==> config.mk <==
export PLATFORM = sky130hd
export DESIGN_NAME = jitter_profile_sequencer
export DESIGN_NICKNAME = d
export VERILOG_FILES = /design/src/rtl/jitter_profile_sequencer.sv
export SDC_FILE = /design/constraint.sdc
export NUM_CORES = 1
export LEC_CHECK = 0
export BUFFER_PORTS_ARGS = -buffer_cell sky130_fd_sc_hd__buf_2
export CAP_MARGIN = 20
export CELL_PAD_IN_SITES_DETAIL_PLACEMENT = 0
export CELL_PAD_IN_SITES_GLOBAL_PLACEMENT = 1
export CORE_MARGIN = 1.5
export CORE_UTILIZATION = 40
export CTS_BUF_LIST = sky130_fd_sc_hd__clkbuf_4 sky130_fd_sc_hd__clkbuf_8
export CTS_CLUSTER_SIZE = 40
export DETAILED_ROUTE_END_ITERATION = 10
export HOLD_SLACK_MARGIN = 0.08
export PLACE_DENSITY_LB_ADDON = 0.1
export SKIP_LAST_GASP = 1
export SLEW_MARGIN = 15
export SYNTH_ARGS = -nofsm -noshare
export SYNTH_HDL_FRONTEND = slang
export SYNTH_SLANG_ARGS = --single-unit
==> constraint.sdc <==
create_clock -name clk -period 3.35 [get_ports clk]
set_input_delay 0.67 -clock clk [delete_from_list [all_inputs] [get_ports clk]]
set_output_delay 0.67 -clock clk [all_outputs]
set_load 0.01 [all_outputs]
==> src/rtl/jitter_profile_sequencer.sv <==
// rtl/jitter_profile_sequencer.sv - sums square/triangle DJ and LFSR RJ about a centre delay code
// Define JITTER_SEQ_RJ_EN to build in the random-jitter LFSR; otherwise rj is zero.
module jitter_profile_sequencer #(
  parameter int          CODE_W    = 6,
  parameter int          CENTER    = 32,
  parameter int          AMP_W     = 5,
  parameter int          PER_W     = 8,
  parameter logic [15:0] LFSR_SEED = 16'hACE1
) (
  input  logic              clk,
  input  logic              rst,
  input  logic              cfg_valid,
  output logic              cfg_ready,
  input  logic [1:0]        cfg_mode,
  input  logic [AMP_W-1:0]  cfg_amp,
  input  logic [PER_W-1:0]  cfg_per,
  input  logic [1:0]        cfg_rj_shift,
  input  logic              enable,
  output logic [CODE_W-1:0] dly_code,
  output logic              dly_valid,
  output logic              busy
);
  localparam int SUM_W = CODE_W + 2;
  localparam int DJ_W  = AMP_W + 1;
  localparam logic [CODE_W-1:0]       CENTER_C = CODE_W'(CENTER);
  localparam logic signed [SUM_W-1:0] CENTER_S = SUM_W'(CENTER);
  localparam logic signed [DJ_W-1:0]  DJ_ONE   = DJ_W'(1);

  typedef enum logic [1:0] {ST_IDLE, ST_RUN, ST_RET} state_t;
  state_t state;

  logic [1:0]              mode_q;
  logic [AMP_W-1:0]        amp_q;
  logic [PER_W-1:0]        per_q;
  logic [PER_W-1:0]        cnt;
  logic signed [DJ_W-1:0]  dj, dj_wrap, amp_s, ld_amp_s;
  logic                    dir_up, dir_wrap;
  logic signed [3:0]       rj;
  logic signed [SUM_W-1:0] sum;
  logic [CODE_W-1:0]       sat_code, step_code;
  logic [1:0]              ld_mode;
  logic                    run_step;

  assign run_step = (state == ST_RUN) && enable;
  assign amp_s    = {1'b0, amp_q};
  assign ld_mode  = cfg_valid ? cfg_mode : mode_q;
  assign ld_amp_s = cfg_valid ? {1'b0, cfg_amp} : amp_s;

`ifdef JITTER_SEQ_RJ_EN
  logic [15:0] lfsr;
  logic [1:0]  rj_shift_q;

  always_ff @(posedge clk or posedge rst) begin
    if (rst) begin
      lfsr       <= LFSR_SEED;
      rj_shift_q <= '0;
    end else begin
      if (cfg_valid && cfg_ready) rj_shift_q <= cfg_rj_shift;
      // x^16+x^14+x^13+x^11+1, shifting toward bit 0
      if (run_step) lfsr <= {lfsr[0] ^ lfsr[2] ^ lfsr[3] ^ lfsr[5], lfsr[15:1]};
    end
  end

  assign rj = $signed(lfsr[3:0]) >>> rj_shift_q;
`else
  logic rj_unused;
  assign rj_unused = ^{cfg_rj_shift, LFSR_SEED};
  assign rj        = '0;
`endif

  assign sum = CENTER_S + {{(SUM_W-DJ_W){dj[DJ_W-1]}}, dj} + {{(SUM_W-4){rj[3]}}, rj};

  always_comb begin
    if (sum[SUM_W-1])    sat_code = '0;
    else if (sum[CODE_W]) sat_code = '1;
    else                 sat_code = sum[CODE_W-1:0];
  end

  assign step_code = (dly_code > CENTER_C) ? dly_code - 1'b1 :
                     (dly_code < CENTER_C) ? dly_code + 1'b1 : dly_code;

  // Triangle reverses on the step that lands on +/-amp so |dj| never exceeds amp.
  always_comb begin
    dj_wrap  = '0;
    dir_wrap = dir_up;
    case (mode_q)
      2'd1: dj_wrap = -dj;
      2'd2: if (amp_q != '0) begin
        dj_wrap = dir_up ? dj + DJ_ONE : dj - DJ_ONE;
        if (dj_wrap == amp_s)       dir_wrap = 1'b0;
        else if (dj_wrap == -amp_s) dir_wrap = 1'b1;
      end
      default: dj_wrap = '0;
    endcase
  end

  always_ff @(posedge clk or posedge rst) begin
    if (rst) begin
      state     <= ST_IDLE;
      dly_code  <= CENTER_C;
      dly_valid <= 1'b0;
      busy      <= 1'b0;
      cfg_ready <= 1'b1;
      mode_q    <= '0;
      amp_q     <= '0;
      per_q     <= '0;
      cnt       <= '0;
      dj        <= '0;
      dir_up    <= 1'b1;
    end else begin
      case (state)
        ST_IDLE: begin
          dly_code <= CENTER_C;
          if (cfg_valid && cfg_ready) begin
            mode_q <= cfg_mode;
            amp_q  <= cfg_amp;
            per_q  <= cfg_per;
          end
          if (enable) begin
            state     <= ST_RUN;
            dly_valid <= 1'b1;
            busy      <= 1'b1;
            cfg_ready <= 1'b0;
            cnt       <= '0;
            dir_up    <= 1'b1;
            dj        <= (ld_mode == 2'd1) ? ld_amp_s : '0;
          end
        end
        ST_RUN: begin
          if (enable) begin
            dly_code <= sat_code;
            if (cnt == per_q) begin
              cnt    <= '0;
              dj     <= dj_wrap;
              dir_up <= dir_wrap;
            end else begin
              cnt <= cnt + 1'b1;
            end
          end else begin
            state    <= ST_RET;
            dly_code <= step_code;
          end
        end
        ST_RET: begin
          if (enable) begin
            state <= ST_RUN;
          end else if (dly_code == CENTER_C) begin
            state     <= ST_IDLE;
            dly_valid <= 1'b0;
            busy      <= 1'b0;
            cfg_ready <= 1'b1;
          end else begin
            dly_code <= step_code;
          end
        end
        default: state <= ST_IDLE;
      endcase
    end
  end
endmodule

# After elaboration in Yosys (flattened, before gate mapping)

Cells that the tools add are included.
Widths: inputs -> output; s select.

Flip-flop bits (word level): 40
Output and inout port bits: 9
Word-level logic and storage cells: 95

$add $sub $neg: 8
Order comparisons: 2
Equal/unequal tests: 20
Multiplexer cells: 42
Reduce and logical (&&, ||, !) cells: 13

Operator list:

| cell                | count |
|---|---|
| $mux 6              | 12 |
| $mux 8              | 3 |
| $pmux 6 s2          | 2 |
| $pmux 6 s3          | 1 |
| $pmux 8 s2          | 1 |
| $eq 6x6->1          | 2 |
| $mux 1              | 12 |
| $ne 2x2->1 const B  | 6 |
| $mux 2              | 5 |
| $mux 5              | 2 |
| $reduce_and 3->1    | 3 |
| $add 7x6->8 const A | 1 |
| $add 8x1->8 const B | 1 |
| $eq 8x8->1          | 1 |
| $reduce_and 4->1    | 2 |
| $reduce_and 7->1    | 1 |
| $add 6x1->6 const B | 1 |
| $add 6x2->6 const B | 1 |
| $eq 2x1->1 const B  | 3 |
| $eq 6x6->1 const B  | 1 |
| $gt 6x6->1 const B  | 1 |
| $lt 6x6->1 const B  | 1 |
| $ne 2x1->1 const B  | 3 |
| $neg 5->6           | 1 |
| other kinds (14)    | 18 |

# Depth between registers and ports, before layout

Gate-level depths: netlist of run 1.

Word-level depth: 10
Gate-level depth with buffers: 10
Gate-level depth less buffers: 10

# Worst setup path before layout of run 1

OpenSTA, ideal clock, no wires.

Path type: reg-to-reg
Start: reg dir_up
End: reg dir_up
Data arrival time: 2.064 ns
Required time: 3.269 ns
Slack: 1.204 ns
Stages on the path, launching flop included: 9
Path buffers: 0
Cells stage by stage: dfstp_2 -> inv_1 -> ha_1 -> and3_1 -> nor2_1 -> xnor2_1 -> o2111ai_1 -> and2b_2 -> a211oi_2

Word-level cells in the longest chain between the ends: 8

RTL lines:

| element                | line | text |
|---|---|---|
| start, declared        | 37   | `logic dir_up, dir_wrap;` |
| start signal, assigned | 135  | `dir_up <= dir_wrap;` |
| $mux 6 (*)             | 89   | `dj_wrap = dir_up ? dj + DJ_ONE : dj - DJ_ONE;` |
| $eq 6x6->1             | 90   | `if (dj_wrap == amp_s) dir_wrap = 1'b0;` |
| $mux 1                 | 90   |  |
| $mux 1                 | 88   | `2'd2: if (amp_q != '0) begin` |
| $mux 1                 | 86   | `case (mode_q)` |
| $mux 1                 | 132  | `if (cnt == per_q) begin` |
| $mux 1                 | 130  | `if (enable) begin` |
| $pmux 1 s2             | 111  | `case (state)` |

Mark *: on every way between the ends. The rest lies on a longest branch, timed or not. The select of a mux whose other input is x is not followed.
A chain may end at the register's enable or synchronous reset.

# Worst setup path in the final report of run 1

Same ends and word-level chain as after synthesis.

==> results list, run 1 <==
* CTS clock-pin slew for the worst setup and hold paths: 80 ps
* Count of placed standard cells including taps: 407
- Number of buffers inserted by port buffering: 27
- In this run the cell area measured after placement is 0.003067 mm².
* R2r setup slk: 930 ps
- Number of clock sinks: 40
* Hold bufs inserted after CTS: 0
* Antenna violations before repair: 0
- CTS tree: built
- Routability-driven placement finished with a final weighted congestion of 0.8268.
* Worst hold path endpoint: cfg_ready
- Number of warnings printed during yosys synthesis: 0
* Via count of the first global-routing pass: 2047
- Dividing the detail-routed wire length by the instance count gives 14.75 µm.
- The first global-routing pass estimated 10410 µm of wire.
- Worst Hold Margin: 477.3 ps
- Start point of the worst min-delay path: cfg_ready
* Antenna cells: 0
- Placeable core region: 0.006869 mm²
- The run finished with clean final reports.
- For this run, the register share of the synthesized area comes to 0.3496.
* Post-synth top flop: sky130_fd_sc_hd__dfrtp_1
* Static leakage: 1.487 nW
- Post-CTS setup buffers: 0
- The worst setup path is of the reg2reg kind.
- Final worst setup slack: 933.2 ps
* Final Skew: 7.854 ps
- Number of buffers on the longest clock path: 2
- Number of nets in the final layout: 358
- Most frequent cell after synthesis: sky130_fd_sc_hd__dfrtp_1
- Startpoint type of the worst setup path: flip-flop
- The number of cells on the worst reg-to-reg path is 8.
- Area added between synthesis and finish: 9.839%
- Once the clock tree was built, the resizer swapped 0 gates to a different size.
- For this design the top-level I/O count stands at 30.
- By count the netlist is led by 37 x sky130_fd_sc_hd__dfrtp_1, 20 x sky130_fd_sc_hd__nor2_1, 18 x sky130_fd_sc_hd__ha_1, 18 x sky130_fd_sc_hd__xor2_1.
- Root buffer cell: sky130_fd_sc_hd__clkbuf_8
* Count of unique library cells instantiated by Yosys: 63
- Endpoint kind of the worst setup timing path: flip-flop
- Of all nets on the critical path, the largest fanout is 5.
* Vias: 2146
- Number of synthesized flops with an enable pin: 0
* Minimum clock period after layout: 2417 ps
* Total count of max-transition violations in the final report: 0
- In this run the critical register-to-register path is captured at dir_up.
- IR analysis of the VDD net gives a maximum drop of 0.0003790 V.
- Detail Route Antenna Nets: 0
- Pwr Density: 951.1 mW/mm²
* Cell count after synthesis: 294
- Detail Placement HPWL: 4607 µm
- Number of standard-cell rows in the floorplan: 30
- Final routed wirelength across all metal layers: 6123 µm
* Initial Utilization: 0.4184
- The die covers 0.007703 mm².
- Synth area leaders: sky130_fd_sc_hd__dfrtp_1 32%, sky130_fd_sc_hd__ha_1 7.8%, sky130_fd_sc_hd__mux2_2 5.9%
- Fraction of final layout cells sized beyond drive strength 1: 0.2194
* Total of flip-flops plus latches after synthesis: 40
* DRC Markers: 0
- Buffers inserted during clock tree synthesis total 5.
- Final Hold Viols: 0
* Overall Global Routing Usage: 0.1745
- Hold Path Stages: 2
- Maximum clock rate: 0.4138 GHz
- Unrepaired setup endpoints after global routing: false
* Max-cap viol count: 0
- Cell taking the most area after synthesis: sky130_fd_sc_hd__dfrtp_1
- Final setup vio count: 0
- Die height: 87.77 µm
- Of all flip-flops after synthesis, the portion carrying an async set or reset was 1.000.
* Chip Width: 87.77 µm
- Signal arrival time at the worst endpoint: 2630 ps
- Reg-to-Reg Start: dir_up
- Max-Slew Margin vs Limit: 0.5284
- Number of vias per cell after detailed routing: 5.171
* Dpl ws: 952.9 ps
* Count of routing violations after the opening detailed-route iteration: 130
- Hold WC Path Type: reg2reg
- Critical path required time: 3560 ps
- Setup total negative slack on the finished layout was measured at 0 ps.
* Crit share post-route: 0.7214
* Count of placed standard cells in the final layout, fillers left out: 415
- The later pin in the worst-skew pair is clocked with a latency of 290 ps.
- Synthesis produced a netlist with a net count of 334.
- Transition time at the pin with the least slew margin: 705.5 ps
- Of the post-synthesis cell area, the dominant cell type holds 0.3222.
- Avg Inst Size Synth: 9.776 µm²
- Finished Cell Area: 0.003157 mm²
* CTS HTree Levels: 2
* Netlist Area Pre-Place: 0.002874 mm²
- Largest net degree at the start of global routing: 41
* Overflow left after global routing: 0
- DRT Pass-1 Iters: 4
-- worst max path at each step --
stage                      start  endpoint  slack (ps)
after detailed placement  dir_up    dir_up         950
after global placement    dir_up    dir_up         960
after global routing      dir_up    dir_up         790
after floorplan           dir_up    dir_up        1200
final                     dir_up    dir_up         930
after CTS                 dir_up    dir_up         930
-- where the power goes --
part / internal, mW / total (mW) / switching, mW / leakage, nW
Combinational: 0.808 / 1.76 / 0.955 / 0.925
Clock: 0.148 / 0.331 / 0.183 / 0.0445
Sequential: 0.668 / 0.908 / 0.240 / 0.518
Total: 1.62 / 3.00 / 1.38 / 1.49
-- flip-flops by register name, summed over array words and instances (netlist names) --
register / cells
dly_code: 6
dj: 6
busy: 1
per_q: 8
cnt: 8
dir_up: 1
cfg_ready: 1
state: 2
amp_q: 5
mode_q: 2
-- area by class of cell --
class / instances / area [µm²]
Clock buffer: 5 / 68.82
Clock inverter: 3 / 21.27
Fill cell: 684 / 3712
Inverter: 16 / 60.06
Multi-Input combinational cell: 227 / 1739
Sequential cell: 40 / 1005
Tap cell: 96 / 120.1
Timing Repair Buffer: 28 / 142.6
-- cell families (layout without fill, tap and decap cells) --
group | after synthesis | count (layout) | synth area share
AOI/OAI and AO/OA | 68 | 68 | 0.1563
adders and majority gates | 19 | 19 | 0.08533
muxes | 24 | 24 | 0.09012
DFF | 40 | 40 | 0.3496
and+or+nand+nor | 86 | 86 | 0.1772
xor gates and xnor gates | 30 | 30 | 0.09621
buffers and inverters | 27 | 52 | 0.04527
-- cell usage in the layout, fill, tap and decap left out, types with 5 or more instances in the layout --
master / instances
sky130_fd_sc_hd__a21oi_1: 15
sky130_fd_sc_hd__nor3_1: 7
sky130_fd_sc_hd__xnor2_1: 11
sky130_fd_sc_hd__xor2_1: 18
sky130_fd_sc_hd__nand3_1: 5
sky130_fd_sc_hd__or3_1: 5
sky130_fd_sc_hd__nor2_1: 20
sky130_fd_sc_hd__nand2b_1: 5
sky130_fd_sc_hd__nand2_1: 14
sky130_fd_sc_hd__o21ai_1: 11
sky130_fd_sc_hd__ha_1: 18
sky130_fd_sc_hd__o21ai_0: 13
sky130_fd_sc_hd__buf_2: 27
sky130_fd_sc_hd__inv_1: 15
sky130_fd_sc_hd__clkbuf_8: 5
sky130_fd_sc_hd__mux2i_1: 9
sky130_fd_sc_hd__mux2_2: 15
sky130_fd_sc_hd__nor2b_1: 5
sky130_fd_sc_hd__dfrtp_1: 37
-- critical path, cell delays in order, from the launching register on --
cell and delay (ps):
sky130_fd_sc_hd__dfstp_2 560, sky130_fd_sc_hd__inv_1 110, sky130_fd_sc_hd__ha_1 350, sky130_fd_sc_hd__and3_1 210, sky130_fd_sc_hd__nor2_1 220, sky130_fd_sc_hd__xnor2_1 280, sky130_fd_sc_hd__o2111ai_1 170, sky130_fd_sc_hd__and2b_2 230
sky130_fd_sc_hd__a211oi_2 210
-- metal layers --
metal | vias to the layer above | GRT usage | share of wire
li1 | 1092 | - | -
met1 | 1017 | 0.2553 | 0.50
met2 | 35 | 0.2700 | 0.46
met3 | 2 | 0.03205 | 0.031
met4 | 0 | 0.03463 | 0.0028
met5 | - | 0 | 0
-- stage by stage --
stage               total power, mW    util
floorplan                     2.318       -
global route                  3.301  0.4596
detailed placement            2.672  0.4464
global placement              2.669  0.4464
finish                        3.002  0.4596
CTS                           3.031  0.4596
(Power assumes the default switching activity.)
==> inputs of run 2 (changes only) <==
==> constraint.sdc (replaced) <==
create_clock -name clk -period 2.5 [get_ports clk]
set_input_delay 0.5 -clock clk [delete_from_list [all_inputs] [get_ports clk]]
set_output_delay 0.5 -clock clk [all_outputs]
set_load 0.01 [all_outputs]
==> results list, run 2 (synthesis gave the netlist of run 1 again) <==
- The global-route wire length before repair is 10560 µm (+1.5%).
* Overall Global Routing Usage: 0.1756 (+0.001070)
- Run status: completed
- The number of pins with negative max-slew slack in the final report was 0 (unchanged).
- Root buffer cell: sky130_fd_sc_hd__clkbuf_8
- DRC Markers: 0 (unchanged)
* Maximum clock rate: 0.4420 GHz (+6.8%)
- The wire length reported by the detailed router was 6123 µm (unchanged).
- The via density per instance was 5.189 (+0.34%).
- The number of cell rows is 30 (unchanged).
- The leakage dissipation was 1.536 nW (+3.3%).
- Traced cell by cell, the critical path runs through inv_1, ha_1, and3_1, nor2_1, xnor2_1, buf_4, xnor2_1, and4_2, a211oi_2.
- Clock insertion delay at the later pin of the skew report: 300 ps (about the same)
- The initial DRC count is 88 (-32%).
* Standard cell area after detailed placement: 0.003134 mm² (+2.2%)
* Hold bufs inserted after CTS: 0 (unchanged)
- Crit share post-route: 0.9050 (+0.1835)
- The clock-pin slew reported for the worst setup and hold paths after clock tree synthesis is 90 ps (about the same).
- Detail Route Antenna Nets: 0 (unchanged)
- Most frequent cell on the critical path: sky130_fd_sc_hd__xnor2_1
* TritonCTS buffer count: 5 (unchanged)
* Area added between synthesis and finish: 12.84%
- The per-cell routed wire length came to 14.44 µm (-2.1%).
* Endpoint kind of the worst setup timing path: flip-flop
* Post-CTS setup buffers: 0 (unchanged)
- Startpoint type of the worst setup path: flip-flop
- Registers with the most flip-flops: cnt (8), per_q (8)
- Final Power: 4.163 mW (+39%)
- Number of clock sinks: 40 (unchanged)
- The number of max-capacitance violations reported came to 0 (unchanged).
- Unrepaired setup endpoints after global routing: false
* Fin util: 0.4721 (+0.01257)
- Minimum clock period after layout: 2262 ps (-154.4 ps)
- The data required time of the critical path was 2720 ps (-840 ps).
- Pwr Density: 1284 mW/mm² (+35%)
- TritonCTS built the clock tree.
- Slowest stage delay, CP: 560 ps (about the same)
* Antenna cells: 0 (unchanged)
* Signal arrival time at the worst endpoint: 2480 ps (-150 ps)
- For this design, the slowest cell found on the critical path is sky130_fd_sc_hd__dfstp_2.
- Count of placed standard cells in the final layout, fillers left out: 424 (+2.2%)
* Hold WC Path Type: in2async
* Commonest non-fill, non-tap cell in the layout: sky130_fd_sc_hd__dfrtp_1
- Antenna violations before repair: 0 (unchanged)
- Placeable core region: 0.006869 mm² (unchanged)
- The fraction of final layout cells sized beyond drive strength 1 is 0.2439 (+0.02447).
- Critical Path Source: dir_up
* Reg-to-Reg Start: dir_up
* Final Hold Viols: 0 (unchanged)
- DRT Pass-1 Iters: 4 (unchanged)
- Die height: 87.77 µm (unchanged)
- Count of placed standard cells including taps: 416 (+2.2%)
* Chip Width: 87.77 µm (unchanged)
* Top library cells by usage in the layout, fill and taps aside: 37 x sky130_fd_sc_hd__dfrtp_1, 27 x sky130_fd_sc_hd__buf_2, 20 x sky130_fd_sc_hd__nor2_1
- Initial Utilization: 0.4184 (unchanged)
* Worst supply voltage drop on vdd: 0.0005049 V (+33%)
* Transition time at the pin with the least slew margin: 524.1 ps (-181.4 ps)
- The total of buffers placed on input and output ports came to 27 (unchanged).
* Max-Slew Margin vs Limit: 0.6506 (+0.1223)
- Worst-path fanout max: 5 (unchanged)
- Finished Cell Area: 0.003243 mm² (+2.7%)
- Number of fill cells in the layout: 674 (-1.5%)
- Die Outline Area: 0.007703 mm² (unchanged)
- Routability cong.: 0.8291 (+0.28%)
* Via count of the first global-routing pass: 2130 (+4.1%)
- The largest buffer count on any clock path is 2 (unchanged).
- The total number of vias was 2200 (+2.5%).
- Number of gates resized after cts: 0 (unchanged)
- CP Class: reg2reg
* Final setup vio count: 0 (unchanged)
- Final Skew: 7.197 ps (-0.6566 ps)
* Overflow left after global routing: 0 (unchanged)
* Final-layout setup total negative slack: 0 ps (unchanged)
- The number of top-level pins came to 30 (unchanged).
- The pin count of the biggest net entering global routing was 41 (unchanged).
- The placed wire-length estimate after detailed placement came to 4631 µm (+0.52%).
- The number of H-tree levels is 2 (unchanged).
- Number of nets in the final layout: 367 (+2.5%)
run 2: cell types whose count changed in the layout (fill, tap and decap cells not counted), sizes merged:
| cell | previous run | this run |
|---|---|---|
| buf | 28 | 37 |
| clkbuf | 5 | 6 |
| clkinvlp | 1 | 0 |
run 2: cell type report:
class | instances | area [µm²] | area share
clock buffers | 6 | 82.58 | 0.02546
clock inverters | 2 | 13.76 | 0.004244
inverters | 16 | 60.06 | 0.01852
multi-input cells | 227 | 1752 | 0.5401
flip-flops and latches | 40 | 1005 | 0.3098
well taps | 96 | 120.1 | 0.03704
repair buffers | 37 | 210.2 | 0.06481
run 2: metrics by stage:
stage | setup WS [ps] | hold slack [ps]
5_1_grt | 61.42 | 366.9
4_1_cts | 178.3 | 333.1
6_report | 237.6 | 313.0
2_1_floorplan | 354.4 | 475.1
3_5_place_dp | 204.9 | 468.9
3_3_place_gp | 205.6 | 462.4
run 2: final timing paths:
| path | to | slack [ps] | cells after the start |
|---|---|---|---|
| min | busy | 310 | 3 |
| max reg2reg | dir_up | 240 | 9 |
| max in group asynchronous | dir_up | 1800 | 3 |
| max | dir_up | 240 | 9 |
| min reg2reg | cfg_ready | 480 | 2 |
| min in group clk | per_q[2] | 430 | 2 |
run 2: critical path: cells and delay by family (launching register included):
kind	cells	cell delay (ps)
adders and majority gates	1	290
xor gates and xnor gates	2	280
buffers and inverters	2	300
DFF	1	560
AOI/OAI and AO/OA	1	140
and+or+nand+nor	3	620
run 2: per-layer routing:
layer,vias to the layer above,global-route usage,wire length (µm)
li1,1108,-,-
met1,1055,0.2482,3034
met2,30,0.2776,2864
met3,7,0.03205,155
met4,0,0.04473,69
met5,-,0,0
run 2: report_power, final:
part	total, mW	internal [mW]	switching (mW)
clock	0.469	0.226	0.243
combinational	2.50	1.18	1.31
sequential	1.20	0.895	0.300
